==> src/rtl/lane_fifo_pkg.sv <==
// Shared constants for the demux lane path: word width and lane FIFO sizing/thresholds.
package lane_fifo_pkg;

    localparam int BITNUMBER_DEF       = 5;
    localparam int ADDR_WIDTH_DEF      = 2;
    localparam int ALMOST_FULL_TH_DEF  = 3;
    localparam int ALMOST_EMPTY_TH_DEF = 1;

    function automatic int fifo_depth(input int addr_width);
        return 1 << addr_width;
    endfunction

endpackage

==> src/rtl/lane_fifo_mem.sv <==
// Lane FIFO storage: register array with one synchronous write port and one combinational read port.
module lane_fifo_mem
    import lane_fifo_pkg::*;
#(
    parameter int BITNUMBER  = BITNUMBER_DEF,
    parameter int ADDR_WIDTH = ADDR_WIDTH_DEF
) (
    input  logic                  clk,
    input  logic                  we,
    input  logic [ADDR_WIDTH-1:0] waddr,
    input  logic [BITNUMBER-1:0]  wdata,
    input  logic [ADDR_WIDTH-1:0] raddr,
    output logic [BITNUMBER-1:0]  rdata
);

    localparam int DEPTH = fifo_depth(ADDR_WIDTH);

    // No reset: a slot is never read before it has been written.
    logic [BITNUMBER-1:0] mem_q [DEPTH];

    always_ff @(posedge clk) begin
        if (we) begin
            mem_q[waddr] <= wdata;
        end
    end

    assign rdata = mem_q[raddr];

endmodule

==> src/rtl/lane_fifo.sv <==
// Per-lane elastic buffer behind the 1:2 demux: registered read, level flags, sticky over/underflow error.
module lane_fifo
    import lane_fifo_pkg::*;
#(
    parameter int BITNUMBER       = BITNUMBER_DEF,
    parameter int ADDR_WIDTH      = ADDR_WIDTH_DEF,
    parameter int ALMOST_FULL_TH  = ALMOST_FULL_TH_DEF,
    parameter int ALMOST_EMPTY_TH = ALMOST_EMPTY_TH_DEF
) (
    input  logic                 clk,
    input  logic                 reset,
    input  logic [BITNUMBER-1:0] data_in,
    input  logic                 wr_enable,
    input  logic                 rd_enable,
    output logic [BITNUMBER-1:0] data_out,
    output logic                 valid_out,
    output logic                 full,
    output logic                 empty,
    output logic                 almost_full,
    output logic                 almost_empty,
    output logic                 error
);

    localparam int CW = ADDR_WIDTH + 1;
    localparam logic [CW-1:0] DEPTH_CNT = CW'(fifo_depth(ADDR_WIDTH));
    localparam logic [CW-1:0] AF_CNT    = CW'(ALMOST_FULL_TH);
    localparam logic [CW-1:0] AE_CNT    = CW'(ALMOST_EMPTY_TH);

    logic [ADDR_WIDTH-1:0] wr_ptr_q, wr_ptr_d;
    logic [ADDR_WIDTH-1:0] rd_ptr_q, rd_ptr_d;
    logic [CW-1:0]         count_q, count_d;
    logic [BITNUMBER-1:0]  data_out_q, data_out_d;
    logic                  valid_out_q, valid_out_d;
    logic                  error_q, error_d;

    logic [BITNUMBER-1:0]  mem_rdata;
    logic                  push_ok, pop_ok, overflow, underflow;

    assign full         = (count_q == DEPTH_CNT);
    assign empty        = (count_q == '0);
    assign almost_full  = (count_q >= AF_CNT);
    assign almost_empty = (count_q <= AE_CNT);

    // A pop in the same cycle frees the slot, so a push into a full FIFO is still accepted.
    assign pop_ok    = rd_enable & ~empty;
    assign push_ok   = wr_enable & (~full | pop_ok);
    assign overflow  = wr_enable & full & ~pop_ok;
    assign underflow = rd_enable & empty;

    lane_fifo_mem #(
        .BITNUMBER  (BITNUMBER),
        .ADDR_WIDTH (ADDR_WIDTH)
    ) u_mem (
        .clk   (clk),
        .we    (push_ok),
        .waddr (wr_ptr_q),
        .wdata (data_in),
        .raddr (rd_ptr_q),
        .rdata (mem_rdata)
    );

    always_comb begin
        wr_ptr_d    = wr_ptr_q;
        rd_ptr_d    = rd_ptr_q;
        count_d     = count_q;
        data_out_d  = data_out_q;
        valid_out_d = pop_ok;
        error_d     = error_q | overflow | underflow;

        if (push_ok) begin
            wr_ptr_d = wr_ptr_q + ADDR_WIDTH'(1);
        end
        if (pop_ok) begin
            rd_ptr_d   = rd_ptr_q + ADDR_WIDTH'(1);
            data_out_d = mem_rdata;
        end

        case ({push_ok, pop_ok})
            2'b10:   count_d = count_q + CW'(1);
            2'b01:   count_d = count_q - CW'(1);
            default: count_d = count_q;
        endcase
    end

    always_ff @(posedge clk or negedge reset) begin
        if (!reset) begin
            wr_ptr_q    <= '0;
            rd_ptr_q    <= '0;
            count_q     <= '0;
            data_out_q  <= '0;
            valid_out_q <= 1'b0;
            error_q     <= 1'b0;
        end else begin
            wr_ptr_q    <= wr_ptr_d;
            rd_ptr_q    <= rd_ptr_d;
            count_q     <= count_d;
            data_out_q  <= data_out_d;
            valid_out_q <= valid_out_d;
            error_q     <= error_d;
        end
    end

    assign data_out  = data_out_q;
    assign valid_out = valid_out_q;
    assign error     = error_q;

endmodule

==> config.mk <==
export PLATFORM = sky130hd
export DESIGN_NAME = lane_fifo
export DESIGN_NICKNAME = d
export VERILOG_FILES = /design/src/rtl/lane_fifo_pkg.sv /design/src/rtl/lane_fifo_mem.sv /design/src/rtl/lane_fifo.sv
export SDC_FILE = /design/constraint.sdc
export NUM_CORES = 1
export LEC_CHECK = 0
export CAP_MARGIN = 20
export CORE_UTILIZATION = 49
export CTS_CLUSTER_SIZE = 16
export DETAILED_ROUTE_END_ITERATION = 12
export GPL_TIMING_DRIVEN = 0
export PLACE_DENSITY = 0.75
export REMOVE_ABC_BUFFERS = 1
export SLEW_MARGIN = 20
export SYNTH_ARGS = -nofsm -noshare
export SYNTH_HDL_FRONTEND = slang
export SYNTH_SLANG_ARGS = --single-unit
export TNS_END_PERCENT = 1
==> constraint.sdc <==
create_clock -name clk -period 1.8 [get_ports clk]
set_input_delay 0.54 -clock clk [delete_from_list [all_inputs] [get_ports clk]]
set_output_delay 0.54 -clock clk [all_outputs]
set_load 0.1 [all_outputs]
==> results <==
- In this run the cell area of the synthesized design comes to approximately 1600 um2.
- The minimum clock period after layout is 2010 ps.
- The count of distinct cell types in the synthesized netlist is 32.
- The largest individual stage delay along the critical path comes from the cell dfrtp_2.
- The floorplan has 20 rows.
- Sequential elements use 60.2% of the synthesized area.
- The flow ran to the end, but the final reports show violations.
- The final reports fail on negative setup slack.
- After routing the design area is 1940 um2.
- Across every metal layer, demand over resource in global routing totals around 17%.
- Setup repair after global routing could not meet its margin everywhere.
- The worst slew margin relative to its limit is between 50% and 60%.
- The required time at the worst-slack endpoint is 1260 ps.
- The global routing usage on met2 is between 20% and 30%.
- In the finished design, the share of the clock period the worst path needs comes to 111%.
- The number of input and output port buffers inserted is 19.
- The fill cell instance count of the final layout is 238.
- The most utilized layer in the global route result is met2.
- The critical path goes through buf_4 -> ha_2 -> a21oi_2 -> nor2_2 -> buf_12.
- At the worst endpoint, the arrival time is around 1500 ps.
- The worst setup slack after layout is -206 ps.
- After detailed routing, the average wire length per cell comes to about 15 um.
- The share of synthesized area in the top cell type comes to 38.0%.
- The critical path contains buffers and inverters numbering 2 combined.
- Hold repair after CTS inserted 0 buffers.
- Of all flip-flops after synthesis, the portion carrying an async set or reset was between 40% and 50%.
- Across the routed clock network, the largest skew measured is ~4.6 ps.
- Once detail routing completed, the nets flagged for antenna violations numbered 0.
- During synthesis, Yosys emitted a total of 0 warnings.
- Max-cap violations in this run came to 0.
- Clock-pin slew was measured on the worst setup and hold paths at ~90 ps.
- The clock sink count is 34.
- Among cell families on the critical path, the largest total delay comes from flip-flops.
- The die span in y is 58.8 um.
- OpenSTA, run right after detailed placement, puts the worst setup slack at -1030 ps.
- The final-report max-slew violation count is 0.
- The final weighted congestion in routability-driven placement is roughly 0.80.
- The most frequently used flop master after synthesis is edfxtp_1.
- The total area inside the core boundary comes to between 3000 and 4000 um2.
- The die footprint is around 3500 um2.
- For this run, the post-layout net count is 150.
- The total count of hold-check failures in the final report is 0.
- The worst setup path is launched from a flop.
- The total congestion overflow is 0.
- The number of design rule violations left after detail routing is 0.
- The total negative setup slack is -741 ps.
- Synthesis handed over a netlist of about 110 instances.
- Summing all placed instances gives a cell area of 1790 um2.
- The slew at the pin closest to its max-slew limit is between 600 and 700 ps.
- Setup violations remaining at the end of the flow were counted as 4.
- The total inserted antenna cells is 0.
- The class of the most critical setup path is reg -> out.
- The post-synthesis to final-layout area growth is 22.7%.
- The count of pins on the block boundary is 20.
- The largest fanout on the critical path is 3.
- In this run the horizontal extent of the chip is around 59 um.
- The upper clock frequency limit is 0.498 GHz.
- In this run the number of H-tree levels came out at 2.
- In this run the worst hold path is classified as reg -> reg.
- The global-route wire length before repair is between 4000 and 5000 um.
- The peak per-stage delay on the critical path is roughly 460 ps.
- The worst setup path is captured at an output pin.
- After legalization and detailed placement, the total HPWL measured 1770 um.
- Summed over all instances, the cell type with the most area after synthesis is edfxtp_1.
- The synthesis-stage register bit count is 34.
- In the routed layout, each cell is associated on average with a via count of around 5.
- The initial antenna violation count is 0.
- In the final layout, the share of cells above drive strength 1 is roughly 37%.
- By count the netlist is led by edfxtp_1 (20), dfrtp_1 (14), ha_1 (9).
- The worst-skew pair later-pin latency is between 300 and 400 ps.
- The routed wire length is 2570 um.
- The most frequent cell after synthesis is edfxtp_1.
- The mean instance size in the synthesized netlist is 14.8 um2.
- For this configuration, the core starts out at a cell density of between 50 and 60%.
- TritonCTS created 5 clock buffers.
- After synthesis, the cell types taking the most area are edfxtp_1 (38%), dfrtp_1 (22%), ha_1 (7.1%).
- The maximum buffer depth of the clock tree is 2.
- Before antenna repair, the detailed router went through 4 iterations.
- Counting flops with a built-in enable in the synthesized netlist gives 20.
- The number of global-route vias before repair is just over 800.
- The routed layout has between 800 and 900 vias.
- The cell sitting at the root of the clock tree is a clkbuf_4.
- The detailed router finished its first iteration with 24 violations.
- The met3 usage is a little over 7%.
- Entering global routing, the biggest net connects 15 pins.
- The clock tree from TritonCTS is built.
- Global routing consumed, on the met1 layer, 21.5% of the routing resources.
[flip-flops by register name, indices dropped and copies added (netlist names)]
name         flops
data_out         5
valid_out        1
wr_ptr_q         2
u_mem.mem_q     20
error            1
rd_ptr_q         2
count_q          3
[metrics by stage]
step	utilization [%]	hold WS, ps	std cells
finish	63.5	466	177
global route	63.5	485	177
floorplan	-	244	102
CTS	62.3	477	174
global placement	58.7	446	165
detailed placement	58.7	452	165
[cells in the final DEF (no fill, tap or decap), types with 5 or more instances in the layout]
cell	synthesis	routed
ha_1	9	5
buf_2	1	6
xnor2_1	5	5
dfrtp_1	14	11
mux4_2	5	5
inv_1	7	5
edfxtp_1	20	20
mux2_2	6	6
clkdlybuf4s50_1	0	6
clkbuf_4	0	5
[layout make-up]
| class | count | area, um2 | share of cell area, % |
|---|---|---|---|
| Sequential cell | 34 | 955 | 49.3 |
| Inverter | 8 | 35.0 | 1.81 |
| Timing Repair Buffer | 23 | 219 | 11.3 |
| Clock buffer | 6 | 41.3 | 2.13 |
| Clock inverter | 2 | 8.76 | 0.452 |
| Tap cell | 44 | 55.1 | 2.84 |
| Multi-Input combinational cell | 60 | 624 | 32.2 |
[kinds of logic (layout without fill, tap and decap cells)]
logic type      Yosys count  in the layout  share of synthesized area (%)
compound gates           15             15                           6.89
xor+xnor                  5              5                           2.77
simple gates             19             19                           6.97
fa+ha+maj                10             10                           7.84
buf+inv                  13             39                           3.88
mux                      11             11                           11.4
flops                    34             34                           60.2
[worst reg2reg max path, stage by stage (launching register included)]
cell	delay (ps)
dfrtp_2	440
inv_4	60
ha_4	180
and2_4	160
a21boi_4	210
and2_1	300
[layer usage]
layer | share of wire, % | wire length [um] | vias up
li1 | - | - | 433
met1 | 45 | 1150 | 437
met2 | 49 | 1260 | 25
met3 | 5.0 | 128 | 4
met4 | 1.2 | 32 | 0
met5 | 0 | 0 | -
[repair_timing]
item                       4_1_cts  5_1_grt
setup endpoints to repair       36       22
setup buffers                    1        3
gates resized for setup         65       26
hold endpoints to repair         0        0
pin swaps                        0        5
[worst paths after layout]
path	startpoint	to	slack (ps)	depth (start not counted)
setup / recovery	count_q[0]$_DFFE_PN0P_	almost_empty	-210	5
hold / removal	error$_DFF_PN0_	error$_DFF_PN0_	470	1
setup reg to reg	count_q[1]$_DFFE_PN0P_	u_mem.mem_q[3][0]$_DFFE_PP_	130	5
hold reg to reg	error$_DFF_PN0_	error$_DFF_PN0_	470	1
max in group asynchronous	reset	count_q[1]$_DFFE_PN0P_	690	1
min in group asynchronous	reset	data_out[3]$_DFFE_PN0P_	620	1
Power is left out: the tool's default activity adds up to more than one toggle a clock period on the data nets, which glitch-free logic cannot reach.
==> RTL edit 1 (config.mk and constraints unchanged) <==
Put one more register stage on the output `error`, with the module's reset. The value now appears one clock later. The other outputs are not delayed to match. Comments in the files are not updated.
--- a/src/rtl/lane_fifo.sv
+++ b/src/rtl/lane_fifo.sv
@@ -102,7 +102,13 @@
 
     assign data_out  = data_out_q;
     assign valid_out = valid_out_q;
-    assign error     = error_q;
+    always_ff @(posedge clk or negedge reset) begin
+        if (!reset) begin
+            error <= '0;
+        end else begin
+            error <= error_q;
+        end
+    end
 
 endmodule
 
Formal check against the unedited RTL: not equivalent (a bounded check fails within 4 cycles, from zero or initial values and one cycle with reset low).
==> RTL edit 1 against the original RTL <==
  * The run ends with design-rule violations, negative setup slack left
  * Sequential cell count is 1 higher
  * Cell area is 2.6% lower
  * Worst hold slack worse by 0.070 ns
  * Routed wire length decreased by 5.4%
  * Clock skew increased by 0.0045 ns
  * Via count down 8.7%
  * Critical endpoint is now almost_full
  * Worst setup slack improved by 0.011 ns
  * Critical path depth did not move
  * Synthesized cell count is 10% lower
  * Largest cell class unchanged
  * Area after synthesis down 5.0%
Power is left out: the tool's default activity adds up to more than one toggle a clock period on the data nets, which glitch-free logic cannot reach.
==> RTL edit 1: results (changes against the original RTL) <==
[sta]
fin_setup_tns_ns = -0.636  ; was -0.741 ns
worst_slack_ns = -0.195  ; was -0.206 ns
finClkSkew_ns = 0.00906  ; was 0.00460 ns
slew_headroom = 0.522  ; was 0.540
setup_viol = 4  ; unchanged

[worst_setup_path]
slowest_delay_ns = 0.43  ; was 0.46 ns
rrSetupSlack_ns = 0.10  ; was 0.13 ns
reg2reg_to = count_q[2]$_DFFE_PN0P_  ; was u_mem.mem_q[3][0]$_DFFE_PP_
r2r_cells = 9  ; was 5
crit_slowest_cell = dfrtp_1  ; was dfrtp_2
cp-endpoint = almost_full  ; was almost_empty
rr_startpoint = count_q[0]$_DFFE_PN0P_  ; was count_q[1]$_DFFE_PN0P_

[yosys]
ys_async_sr_fraction = 0.429  ; was 0.412
seq_area_frac_synth = 0.651  ; was 0.602
post_synth_num_cell_types = 21  ; was 32
synth.avg_cell_area_um2 = 15.6  ; was 14.8 um^2
synth_top_cells_by_area = edfxtp_1 40%, dfrtp_1 25%, ha_1 8.3%, mux4_2 7.5%, mux2_2 4.5%  ; was edfxtp_1 38%, dfrtp_1 22%, ha_1 7.1%, mux4_2 7.1%, mux2_2 4.3%
synth_common_cells = 20 x edfxtp_1, 15 x dfrtp_1, 11 x inv_1  ; was 20 x edfxtp_1, 14 x dfrtp_1, 9 x ha_1

[worst_hold_path]
hp-start = error_q$_DFF_PN0_  ; was error$_DFF_PN0_
holdPathStages = 0  ; was 1
hold_path_end = error$_DFF_PN0_  ; unchanged

[final_layout]
diodes = 0  ; unchanged
fillers = 203  ; was 238
drive_above_1_share = 0.371  ; was 0.368
layout.nets = 142  ; was 150
top_register = u_mem.mem_q  ; unchanged

[status]
run_status = finished with violations  ; unchanged
violations = design-rule violations, negative setup slack  ; was negative setup slack

[clocking]
cts_inserted_buffers = 5  ; unchanged
cts.clk_slew.worst_paths_ns = 0.11  ; was 0.09 ns

[place]
dpl_cell_area_mm2 = 0.00171  ; was 0.00179 mm^2
preCtsSetupSlack_ns = -0.832  ; was -1.03 ns
gp_congestion = 0.784  ; was 0.800
dp_hpwl_mm = 1.65  ; was 1.77 mm

[global_routing]
grt_max_degree = 16  ; was 15
grt_pass1_wl_mm = 3.83  ; was 4.00 mm
grt_pass1_vias = 845  ; was 815
grt_use_total = 0.167  ; was 0.170

[drt]
dr.pass1.iters = 8  ; was 4
drc_errors = 2  ; was 0
via_count = 821  ; was 899
ant_nets = 0  ; unchanged
avgRoutedWirePerCell_um = 15.7  ; was 14.5 um
vias_per_cell = 5.30  ; was 5.08
drtIter0Drc = 16  ; was 24

==> RTL edit 1: changes by cell type in the layout (fill, tap and decap cells not counted), moves of 2 or more <==
cell,before,now
dfrtp_2,3,1
nor2b_1,4,0
dfrtp_1,11,14
nand2b_1,2,0
inv_1,5,7
o21a_1,2,0
inv_2,1,4
inv_4,2,0
o21ai_0,4,2
buf_2,6,3
clkdlybuf4s18_2,1,3
dlygate4sd2_1,2,0
clkdlybuf4s50_1,6,8
==> RTL edit 1: logic make-up (layout without fill, tap and decap cells) <==
| kind of cell | Yosys count | in the layout | synth area share |
|---|---|---|---|
| AND/OR/NAND/NOR | 13 | 13 | 0.0442 |
| adder cells (fa/ha/maj) | 10 | 10 | 0.0834 |
| buffers and inverters | 13 | 41 | 0.0375 |
| flip-flops | 35 | 35 | 0.651 |
| AO/OA/AOI/OAI | 9 | 9 | 0.0350 |
| XOR/XNOR | 5 | 5 | 0.0292 |
| multiplexers | 11 | 11 | 0.120 |
==> RTL edit 1: repair_timing <==
| item | in CTS | in global routing |
|---|---|---|
| buffers inserted | 1 | 2 |
| setup endpoints to repair | 14 | 13 |
| resized for setup | 61 | 19 |
| pin swaps | 0 | 2 |
==> RTL edit 1: layer usage <==
metal  up-vias  share of wire  GRT usage
met5         -              0          0
met4         0          0.031      0.108
met3        10          0.046     0.0408
met2        22           0.51      0.272
met1       396           0.41      0.198
li1        393              -          -
==> RTL edit 1: final cells by class <==
type,count,area [um^2],area share
clock buffers,6,51.3,0.0272
clock inverters,2,35.0,0.0186
inverters,11,41.3,0.0219
multi-input cells,48,522,0.277
flip-flops and latches,35,977,0.518
well taps,31,38.8,0.0206
repair buffers,22,221,0.117
==> RTL edit 2 (same settings) <==
Made on the original files. Set the package constant `BITNUMBER_DEF` to 6 (it was 5).
--- a/src/rtl/lane_fifo_pkg.sv
+++ b/src/rtl/lane_fifo_pkg.sv
@@ -1,7 +1,7 @@
 // Shared constants for the demux lane path: word width and lane FIFO sizing/thresholds.
 package lane_fifo_pkg;
 
-    localparam int BITNUMBER_DEF       = 5;
+    localparam int BITNUMBER_DEF       = 6;
     localparam int ADDR_WIDTH_DEF      = 2;
     localparam int ALMOST_FULL_TH_DEF  = 3;
     localparam int ALMOST_EMPTY_TH_DEF = 1;
Interface: changed (resized data_in and data_out); port bits go from 20 to 22. No check against the original RTL was run, so the function may have changed too.
==> RTL edit 2 against the original RTL <==
  * The run still ends with negative setup slack left
  * Sequential share of layout area up 0.60 points
  * Worst setup slack got worse by 0.018 ns
  * Area after synthesis increased by 12%
  * Fmax down 0.90%
  * Routed wire length grew 17%
  * Worst hold slack got worse by 0.0043 ns
  * Cell area up 14%
  * Sequential cell count grew 5
Power is left out: the tool's default activity adds up to more than one toggle a clock period on the data nets, which glitch-free logic cannot reach.
==> RTL edit 2: results (changes against the original RTL) <==
[status]
run_status = finished with violations  ; unchanged
violations = negative setup slack  ; unchanged

[worst_setup_path]
crit_slowest_cell = dfrtp_2  ; unchanged
rrSetupSlack_ns = 0.11  ; was 0.13 ns
slowest_delay_ns = 0.47
critPathArrivalTime_ns = 1.48
cpLargestDelayFamily = flip-flops  ; unchanged
worstPathMaxFanout = 6  ; was 3

[global_routing]
antenna_found_initial = 0  ; unchanged
grt_pass1_vias = 911  ; was 815
grt_pass1_wl_mm = 4.31  ; was 4.00 mm
grt_max_degree = 16  ; was 15
grt_use_total = 0.169  ; was 0.170

[sta]
finClkSkew_ns = 0.0164  ; was 0.00460 ns
hold_viol = 0  ; unchanged
tightestPinTransition_ns = 0.709  ; was 0.688 ns
worst_slack_ns = -0.225  ; was -0.206 ns
setup_viol = 4  ; unchanged

[final_layout]
largest_register_ffs = 24  ; was 20
top_register = u_mem.mem_q  ; unchanged
drive_above_1_share = 0.438  ; was 0.368
layout.nets = 162  ; was 150
diodes = 0  ; unchanged
fillers = 243  ; was 238

[yosys]
synth_edf_count = 24  ; was 20
seq_area_frac_synth = 0.622  ; was 0.602
synth_top_cells_by_area = edfxtp_1 41%, dfrtp_1 21%, mux4_2 7.7%, ha_1 6.4%, mux2_2 4.5%  ; was edfxtp_1 38%, dfrtp_1 22%, ha_1 7.1%, mux4_2 7.1%, mux2_2 4.3%
post_synth_num_cell_types = 33  ; was 32
synth_compound_area_frac = 0.0617  ; was 0.0689
synthAdderAreaFrac = 0.0703  ; was 0.0784
ys_async_sr_fraction = 0.385  ; was 0.412
synth_common_cells = 24 x edfxtp_1, 15 x dfrtp_1, 9 x ha_1  ; was 20 x edfxtp_1, 14 x dfrtp_1, 9 x ha_1
synth-xor-area-share = 0.0248  ; was 0.0277
yosys_warnings = 0  ; unchanged
synth_cells = 114  ; was 107
synth_mux_area_frac = 0.121  ; was 0.114

[drt]
drc_errors = 0  ; unchanged
vias_per_cell = 5.29  ; was 5.08
avgRoutedWirePerCell_um = 15.8  ; was 14.5 um
drtIter0Drc = 40  ; was 24
dr.pass1.iters = 4  ; unchanged

[place]
dp_hpwl_mm = 1.96  ; was 1.77 mm
preCtsSetupSlack_ns = -1.07  ; was -1.03 ns
numPortBuffers = 21  ; was 19
gp_congestion = 0.809  ; was 0.800

[clocking]
cts_inserted_buffers = 5  ; unchanged
cts_max_level = 2  ; unchanged
worstSkewPairLatency_ns = 0.35  ; was 0.32 ns
clockBufferDepth = 2  ; unchanged
cts-root-buf = clkbuf_4  ; unchanged
cts.clk_slew.worst_paths_ns = 0.12  ; was 0.09 ns

[worst_hold_path]
hold_class = reg2reg  ; unchanged

## RTL edit 2: cell count changes after synthesis, sizes merged
cell,unedited run,this run
dfrtp,14,15
mux2,6,7
mux4,5,6
edfxtp,20,24
## RTL edit 2: worst paths after layout
path,from,end,cells past startpoint
max,count_q[0]$_DFFE_PN0P_,full,4
min,error$_DFF_PN0_,error$_DFF_PN0_,1
max reg2reg,count_q[0]$_DFFE_PN0P_,u_mem.mem_q[2][1]$_DFFE_PP_,5
min reg2reg,error$_DFF_PN0_,error$_DFF_PN0_,1
max in group asynchronous,reset,count_q[1]$_DFFE_PN0P_,1
min in group asynchronous,reset,count_q[2]$_DFFE_PN0P_,1
## RTL edit 2: repair_timing
action                                 4_1_cts  5_1_grt
pin swaps                                    1        3
setup endpoints to repair                   43       34
endpoints found under the hold margin        0        0
buffers inserted                             4        2
resized for setup                           85       25
## RTL edit 2: cell families (layout without fill, tap and decap cells)
family	Yosys count	after routing
simple gates	19	19
compound gates	15	15
buf+inv	13	43
fa+ha+maj	10	10
xor+xnor	5	5
mux	13	13
flops	39	39
## RTL edit 2: stage by stage
stage | hold slack (ns) | setup TNS, ns | instance area, um^2 | util | std cells
floorplan | 0.244 | -17.44 | 1730 | - | 109
global placement | 0.439 | -18.47 | 2000 | 0.590 | 176
detailed placement | 0.443 | -19.87 | 2000 | 0.590 | 176
CTS | 0.466 | -2.77 | 2130 | 0.630 | 188
global route | 0.487 | -1.04 | 2210 | 0.651 | 190
finish | 0.462 | -0.839 | 2210 | 0.651 | 190
## RTL edit 2: routing by layer
metal,global-route usage,wire [um]
met5,0,0
met3,0.0642,96
met4,0.0730,35
met2,0.278,1620
met1,0.199,1250
## RTL edit 2: cell type report
cell class | count | area share
sequential | 39 | 0.499
tap | 46 | 0.0261
timing repair buffer | 27 | 0.120
multi-input combinational | 62 | 0.314
inverter | 8 | 0.0170
clock inverter | 2 | 0.00567
clock buffer | 6 | 0.0187
